===== config.mk =====
export PLATFORM = sky130hd
export DESIGN_NAME = prt_dp_pm_tsch
export DESIGN_NICKNAME = d
export VERILOG_FILES = /design/src/rtl/prt_dp_pm_pkg.sv /design/src/rtl/prt_dp_lib_edge.sv /design/src/rtl/prt_dp_pm_tsch_rr.sv /design/src/rtl/prt_dp_pm_tsch.sv
export SDC_FILE = /design/constraint.sdc
export NUM_CORES = 1
export LEC_CHECK = 0
export ABC_CLOCK_PERIOD_IN_PS = 3800
export CAP_MARGIN = 10
export CORE_AREA = 2 2 86 121
export CTS_CLUSTER_DIAMETER = 30
export CTS_CLUSTER_SIZE = 10
export DETAILED_ROUTE_END_ITERATION = 10
export DIE_AREA = 0 0 88 123
export PLACE_DENSITY = 0.87
export SYNTH_ARGS = -nofsm -noshare
export SYNTH_HDL_FRONTEND = slang
export SYNTH_SLANG_ARGS = --single-unit
export TNS_END_PERCENT = 20

===== constraint.sdc =====
create_clock -name CLK_IN -period 3.8 [get_ports CLK_IN]
set_input_delay 0.38 -clock CLK_IN [delete_from_list [all_inputs] [get_ports CLK_IN]]
set_output_delay 0.38 -clock CLK_IN [all_outputs]
set_load 0.03 [all_outputs]

===== src/rtl/prt_dp_pm_pkg.sv =====
// Shared definitions for the PM timeout scheduler: parameter defaults and FSM state codes.
package prt_dp_pm_pkg;

  localparam int PM_REQ_DEF       = 4;
  localparam int PM_CNT_WIDTH_DEF = 32;

  typedef logic [1:0] tsch_state_t;

  localparam tsch_state_t ST_IDLE  = 2'd0;
  localparam tsch_state_t ST_GRANT = 2'd1;
  localparam tsch_state_t ST_RUN   = 2'd2;
  localparam tsch_state_t ST_DONE  = 2'd3;

endpackage


===== src/rtl/prt_dp_lib_edge.sv =====
// Library cell: rising-edge detector for a level signal already synchronous to clk.
module prt_dp_lib_edge (
  input  logic clk,
  input  logic rst_n,
  input  logic sig_in,
  output logic rise_out
);

  logic sig_q;
  logic sig_d;

  // Next value of the history flop is simply the current level.
  always_comb begin
    sig_d = sig_in;
  end

  // Keep last cycle's level so a low-to-high change can be seen.
  always_ff @(posedge clk or negedge rst_n) begin
    if (!rst_n) begin
      sig_q <= 1'b0;
    end else begin
      sig_q <= sig_d;
    end
  end

  assign rise_out = sig_in & ~sig_q;

endmodule


===== src/rtl/prt_dp_pm_tsch_rr.sv =====
// Round-robin picker: first set request at or after the pointer, wrapping around.
module prt_dp_pm_tsch_rr
  import prt_dp_pm_pkg::*;
#(
  parameter int P_REQ = PM_REQ_DEF,
  parameter int IDX_W = $clog2(P_REQ)
) (
  input  logic [P_REQ-1:0] req_in,
  input  logic [IDX_W-1:0] ptr_in,
  output logic [P_REQ-1:0] gnt_oh_out,
  output logic [IDX_W-1:0] gnt_idx_out
);

  logic [IDX_W:0]   pos_sum;
  logic [IDX_W-1:0] pos_idx;
  logic             found;

  // Walk the requesters starting at the pointer; the first hit wins.
  always_comb begin
    gnt_oh_out  = '0;
    gnt_idx_out = '0;
    found       = 1'b0;
    pos_sum     = '0;
    pos_idx     = '0;
    for (int i = 0; i < P_REQ; i++) begin
      pos_sum = {1'b0, ptr_in} + (IDX_W+1)'(i);
      if (pos_sum >= (IDX_W+1)'(P_REQ)) begin
        pos_sum = pos_sum - (IDX_W+1)'(P_REQ);
      end
      pos_idx = pos_sum[IDX_W-1:0];
      if (!found && req_in[pos_idx]) begin
        found               = 1'b1;
        gnt_oh_out[pos_idx] = 1'b1;
        gnt_idx_out         = pos_idx;
      end
    end
  end

endmodule


===== src/rtl/prt_dp_pm_tsch.sv =====
// PM timeout scheduler: one shared microsecond down-counter served to requesters in turn.
module prt_dp_pm_tsch
  import prt_dp_pm_pkg::*;
#(
  parameter int P_REQ       = PM_REQ_DEF,
  parameter int P_CNT_WIDTH = PM_CNT_WIDTH_DEF
) (
  input  logic                         CLK_IN,
  input  logic                         RST_IN,
  input  logic                         BEAT_IN,
  input  logic [P_REQ-1:0]             REQ_IN,
  input  logic [P_REQ*P_CNT_WIDTH-1:0] DUR_IN,
  input  logic [P_REQ-1:0]             CANCEL_IN,
  output logic [P_REQ-1:0]             ACK_OUT,
  output logic [P_REQ-1:0]             DONE_OUT,
  output logic                         BUSY_OUT,
  output logic [$clog2(P_REQ)-1:0]     GNT_OUT
);

  localparam int IDX_W = $clog2(P_REQ);
  localparam logic [IDX_W-1:0] LAST_IDX = IDX_W'(P_REQ-1);

  tsch_state_t            state_q, state_d;
  logic [P_CNT_WIDTH-1:0] cnt_q, cnt_d;
  logic [IDX_W-1:0]       ptr_q, ptr_d;
  logic [IDX_W-1:0]       win_q, win_d;
  logic [P_REQ-1:0]       win_oh_q, win_oh_d;

  logic [P_REQ-1:0]       rr_oh;
  logic [IDX_W-1:0]       rr_idx;
  logic                   beat_rise;
  logic                   cancel_hit;
  logic [IDX_W-1:0]       win_next;
  logic [P_CNT_WIDTH-1:0] dur_sel;

  prt_dp_pm_tsch_rr #(
    .P_REQ (P_REQ),
    .IDX_W (IDX_W)
  ) u_rr (
    .req_in      (REQ_IN),
    .ptr_in      (ptr_q),
    .gnt_oh_out  (rr_oh),
    .gnt_idx_out (rr_idx)
  );

  prt_dp_lib_edge u_beat_edge (
    .clk      (CLK_IN),
    .rst_n    (RST_IN),
    .sig_in   (BEAT_IN),
    .rise_out (beat_rise)
  );

  // Only the active winner's cancel matters; the pointer always moves past the winner.
  always_comb begin
    cancel_hit = |(CANCEL_IN & win_oh_q);
    win_next   = (win_q == LAST_IDX) ? '0 : win_q + IDX_W'(1);
  end

  // Pick the winner's duration slice out of the packed duration bus.
  always_comb begin
    dur_sel = '0;
    for (int i = 0; i < P_REQ; i++) begin
      if (win_q == IDX_W'(i)) begin
        dur_sel = DUR_IN[i*P_CNT_WIDTH +: P_CNT_WIDTH];
      end
    end
  end

  // Scheduler FSM: select, load, count beats, report; cancel beats expiry.
  always_comb begin
    state_d  = state_q;
    cnt_d    = cnt_q;
    ptr_d    = ptr_q;
    win_d    = win_q;
    win_oh_d = win_oh_q;
    case (state_q)
      ST_IDLE: begin
        if (|REQ_IN) begin
          win_d    = rr_idx;
          win_oh_d = rr_oh;
          state_d  = ST_GRANT;
        end
      end
      ST_GRANT: begin
        if (cancel_hit) begin
          ptr_d   = win_next;
          cnt_d   = '0;
          state_d = ST_IDLE;
        end else begin
          cnt_d   = dur_sel;
          state_d = ST_RUN;
        end
      end
      ST_RUN: begin
        if (cancel_hit) begin
          ptr_d   = win_next;
          cnt_d   = '0;
          state_d = ST_IDLE;
        end else if (cnt_q == '0) begin
          state_d = ST_DONE;
        end else if (beat_rise) begin
          cnt_d = cnt_q - P_CNT_WIDTH'(1);
        end
      end
      ST_DONE: begin
        ptr_d   = win_next;
        state_d = ST_IDLE;
      end
      default: begin
        state_d = ST_IDLE;
      end
    endcase
  end

  // State registers; reset drops any timeout in flight.
  always_ff @(posedge CLK_IN or negedge RST_IN) begin
    if (!RST_IN) begin
      state_q  <= ST_IDLE;
      cnt_q    <= '0;
      ptr_q    <= '0;
      win_q    <= '0;
      win_oh_q <= '0;
    end else begin
      state_q  <= state_d;
      cnt_q    <= cnt_d;
      ptr_q    <= ptr_d;
      win_q    <= win_d;
      win_oh_q <= win_oh_d;
    end
  end

  // Pulses and status come straight from the registered state and winner.
  always_comb begin
    ACK_OUT  = (state_q == ST_GRANT) ? win_oh_q : '0;
    DONE_OUT = (state_q == ST_DONE)  ? win_oh_q : '0;
    BUSY_OUT = (state_q == ST_GRANT) || (state_q == ST_RUN);
    GNT_OUT  = win_q;
  end

endmodule


==> key figures <==
Global routing
  • GR peak layer: met2
  • GRT Overall Usage: ~29%
  • GR Layer Usage met1: around 34%
  • Vias in the first global route: roughly 4.9k
  • GRT overflow: 0
  • First-pass GRT wire length: 24,370 um
  • Antenna violations before repair: 0
  • Met2 Track Usage GR: 48.44%
  • Pin count of the biggest net entering global routing: 65
  • GR Util met3: roughly 4.7%

Clock network
  • Clk root buf: clkbuf_16
  • Total CTS buffers: 5
  • Hold Buf Count CTS: 0
  • Post-CTS setup buffers: 0
  • Clk sinks: 43
  • Largest buffer count on any clock path: 2
  • Clk slew on worst S/H paths: approximately 60 ps
  • Clk_lat worst skew: approximately 280 ps
  • Post-CTS Resized: 0
  • CTS tree: yes
  • Htree depth: 2

Final layout
  • Register Area: between 1000 and 1500 um2
  • Synthesis-to-finish area growth: 41.52%
  • Commonest non-fill, non-tap cell in the layout: clkdlybuf4s50_1
  • Final net count: 806
  • Area occupied by multi-input gates: approximately 2900 um2
  • Share of cells above drive strength 1: ~6%
  • Commonest non-fill, non-tap cells in the layout: clkdlybuf4s50_1 (148), dfrtp_1 (43), a21oi_1 (42), nand2_1 (33), inv_1 (27)
  • Antenna Cells: 0
  • Fillers: ~840
  • Final core occ: 61.18%

Worst setup path
  • Crit path cell chain: inv_1 > ha_1 > mux4_2 > nor3b_1 > o21ai_0 > a31oi_1
  • Worst Path Required: 4000 ps
  • Kind of critical path: reg -> reg
  • Crit-path leading delay family: flip-flops
  • RR Startpoint: ptr_q[0]
  • Reg2Reg Depth: 6
  • CP bufs+invs: 1
  • Slowest stage cell on the critical path: dfrtp_1
  • Critical Path Stages: 6
  • CP Max Fanout: 15
  • CP startpoint kind: flip-flop
  • Crit-path max cell delay: around 690 ps
  • CP endpoint kind: flip-flop
  • Worst Path Arrival: about 3200 ps
  • Crit Reg-Reg Endpoint: GNT_OUT[1]
  • R2r setup slk: roughly 800 ps

Synth
  • Ys flop type: dfrtp_1
  • Mapped cell area: between 4000 and 5000 um2
  • Unique cell type count in the Yosys netlist: 55
  • Yosys warns: 0
  • Synth Instances: ~530
  • Asr flop ratio synth: 100.0%
  • Sequential-to-total area share from yosys stat: roughly a quarter
  • EDFF count, synth: 0
  • Yosys top cell by area: dfrtp_1
  • Register bit count reported by yosys: 43
  • Top cells by area, synth: dfrtp_1 (26%), ha_1 (5.3%), a21oi_1 (5.0%)
  • Mean Syn Cell Area: around 8 um2
  • Syn Nets: slightly below 700
  • Area share of the largest cell type after synthesis: 25.56%

Routing
  • DRC: 0
  • DRT Pass-1 Iters: 7
  • Initial detailed-routing violation count: roughly 660
  • Post-Route WL: around 15,000 um
  • Wire per inst: approximately 20 um
  • Final ANT Viol Nets: 0
  • Vias per cell: approximately 6.5
  • Via count of the routed design: roughly 5k

Timing
  • Worst Max-Slew Pin Slew: about 1000 ps
  • Fmax: between 0.3 and 0.4 GHz
  • Final Cycle Share: approximately four fifths
  • Hold_ws: around 250 ps
  • Slew headroom: 29.50%
  • Final hold vios: 0
  • Final Slew Violations: 0
  • RSZ-0062 raised after global routing: no
  • Final setup TNS: 0 ps
  • Layout Skew: approximately 4.8 ps
  • Crit path time final: between 3000 and 4000 ps
  • Final setup viols: 0

Pwr
  • Maximum vdd ir drop: between 0.0005 and 0.0006 V
  • Final Power: between 4 and 5 mW
  • Cell leakage power: approximately 2.3 nW
  • Cell area power density: 780.8 nW/um2

Run
  • Max Cap Viol: 0

Place
  • PortBufs: ~150
  • Post-DP HPWL: 11,890 um
  • Gp weighted congestion: 1.009

Floorplanning
  • Die height: 123 um
  • Core Area: just under 10,000 um2
  • Initial Util: a little over two fifths
  • I/O pin count: 150
  • Core Rows: between 40 and 50
  • Die area: 10,820 um2
  • Die width: around 90 um

Min path
  • Hold crit path type: in -> async

Status
  • Status: completed
[layer usage]
metal	share of wire (%)	vias up
met4	5.7	0
li1	-	2294
met5	0	-
met1	36	2404
met2	50	317
met3	7.7	63
[worst max path at each step]
stage	start	to	slack (ps)
after floorplan	ptr_q[0]	GNT_OUT[1]	1320
after global placement	ptr_q[0]	GNT_OUT[1]	980
after detailed placement	ptr_q[0]	GNT_OUT[1]	890
after CTS	ptr_q[0]	GNT_OUT[1]	860
after global routing	ptr_q[0]	GNT_OUT[1]	580
final	ptr_q[0]	GNT_OUT[1]	800
[logic make-up (layout without fill, tap and decap cells)]
group	count (synthesis)	after routing	synth area share, %
adders and majority gates	18	18	5.349
muxes	7	7	2.615
AOI/OAI and AO/OA	209	209	36.05
DFF	43	43	25.56
and+or+nand+nor	178	178	23.83
buffers and inverters	70	195	6.597
[state kept, by name (all words and copies together) (netlist names)]
| name | cells |
|---|---|
| cnt_q | 32 |
| win_oh_q | 4 |
| GNT_OUT | 2 |
| ptr_q | 2 |
| state_q | 2 |
| u_beat_edge.sig_q | 1 |
[stage by stage]
stage	worst slack, ps	cells	cell area [um2]
2_1_floorplan	1317	525	4210
3_3_place_gp	983.8	777	5784
3_5_place_dp	890.0	777	5784
4_1_cts	859.4	785	5958
5_1_grt	580.3	785	5958
6_report	795.0	785	5958
[cell type report]
class / count / share of cell area (%)
Multi-Input combinational cell: 412 / 48.15
Timing Repair Buffer: 160 / 26.33
Sequential cell: 43 / 18.06
Tap cell: 135 / 2.835
Clock buffer: 6 / 2.331
Inverter: 27 / 1.701
Clock inverter: 2 / 0.5880
[cells in the mapped netlist (16+ instances only)]
library cell / number
ha_1: 18
a221oi_1: 23
nor2b_1: 24
nor3_1: 16
clkbuf_1: 34
nor2_1: 26
a21oi_1: 42
dfrtp_1: 43
o31ai_1: 25
inv_1: 27
nand2_1: 33
o21ai_0: 24
o2bb2ai_1: 17
a22oi_1: 17
[report_power, final]
group	total, mW	switching, mW	internal (mW)	leakage (nW)
clock	0.503	0.176	0.327	0.0868
sequential	0.822	0.214	0.608	0.562
combinational	3.33	2.02	1.31	1.69
[worst reg2reg max path, stage by stage (launching register included)]
cell and delay, ps:
dfrtp_1 690, inv_1 280, ha_1 460, mux4_2 570, nor3b_1 530, o21ai_0 210, a31oi_1 190
Note: power is estimated with default switching activity, not from simulation.
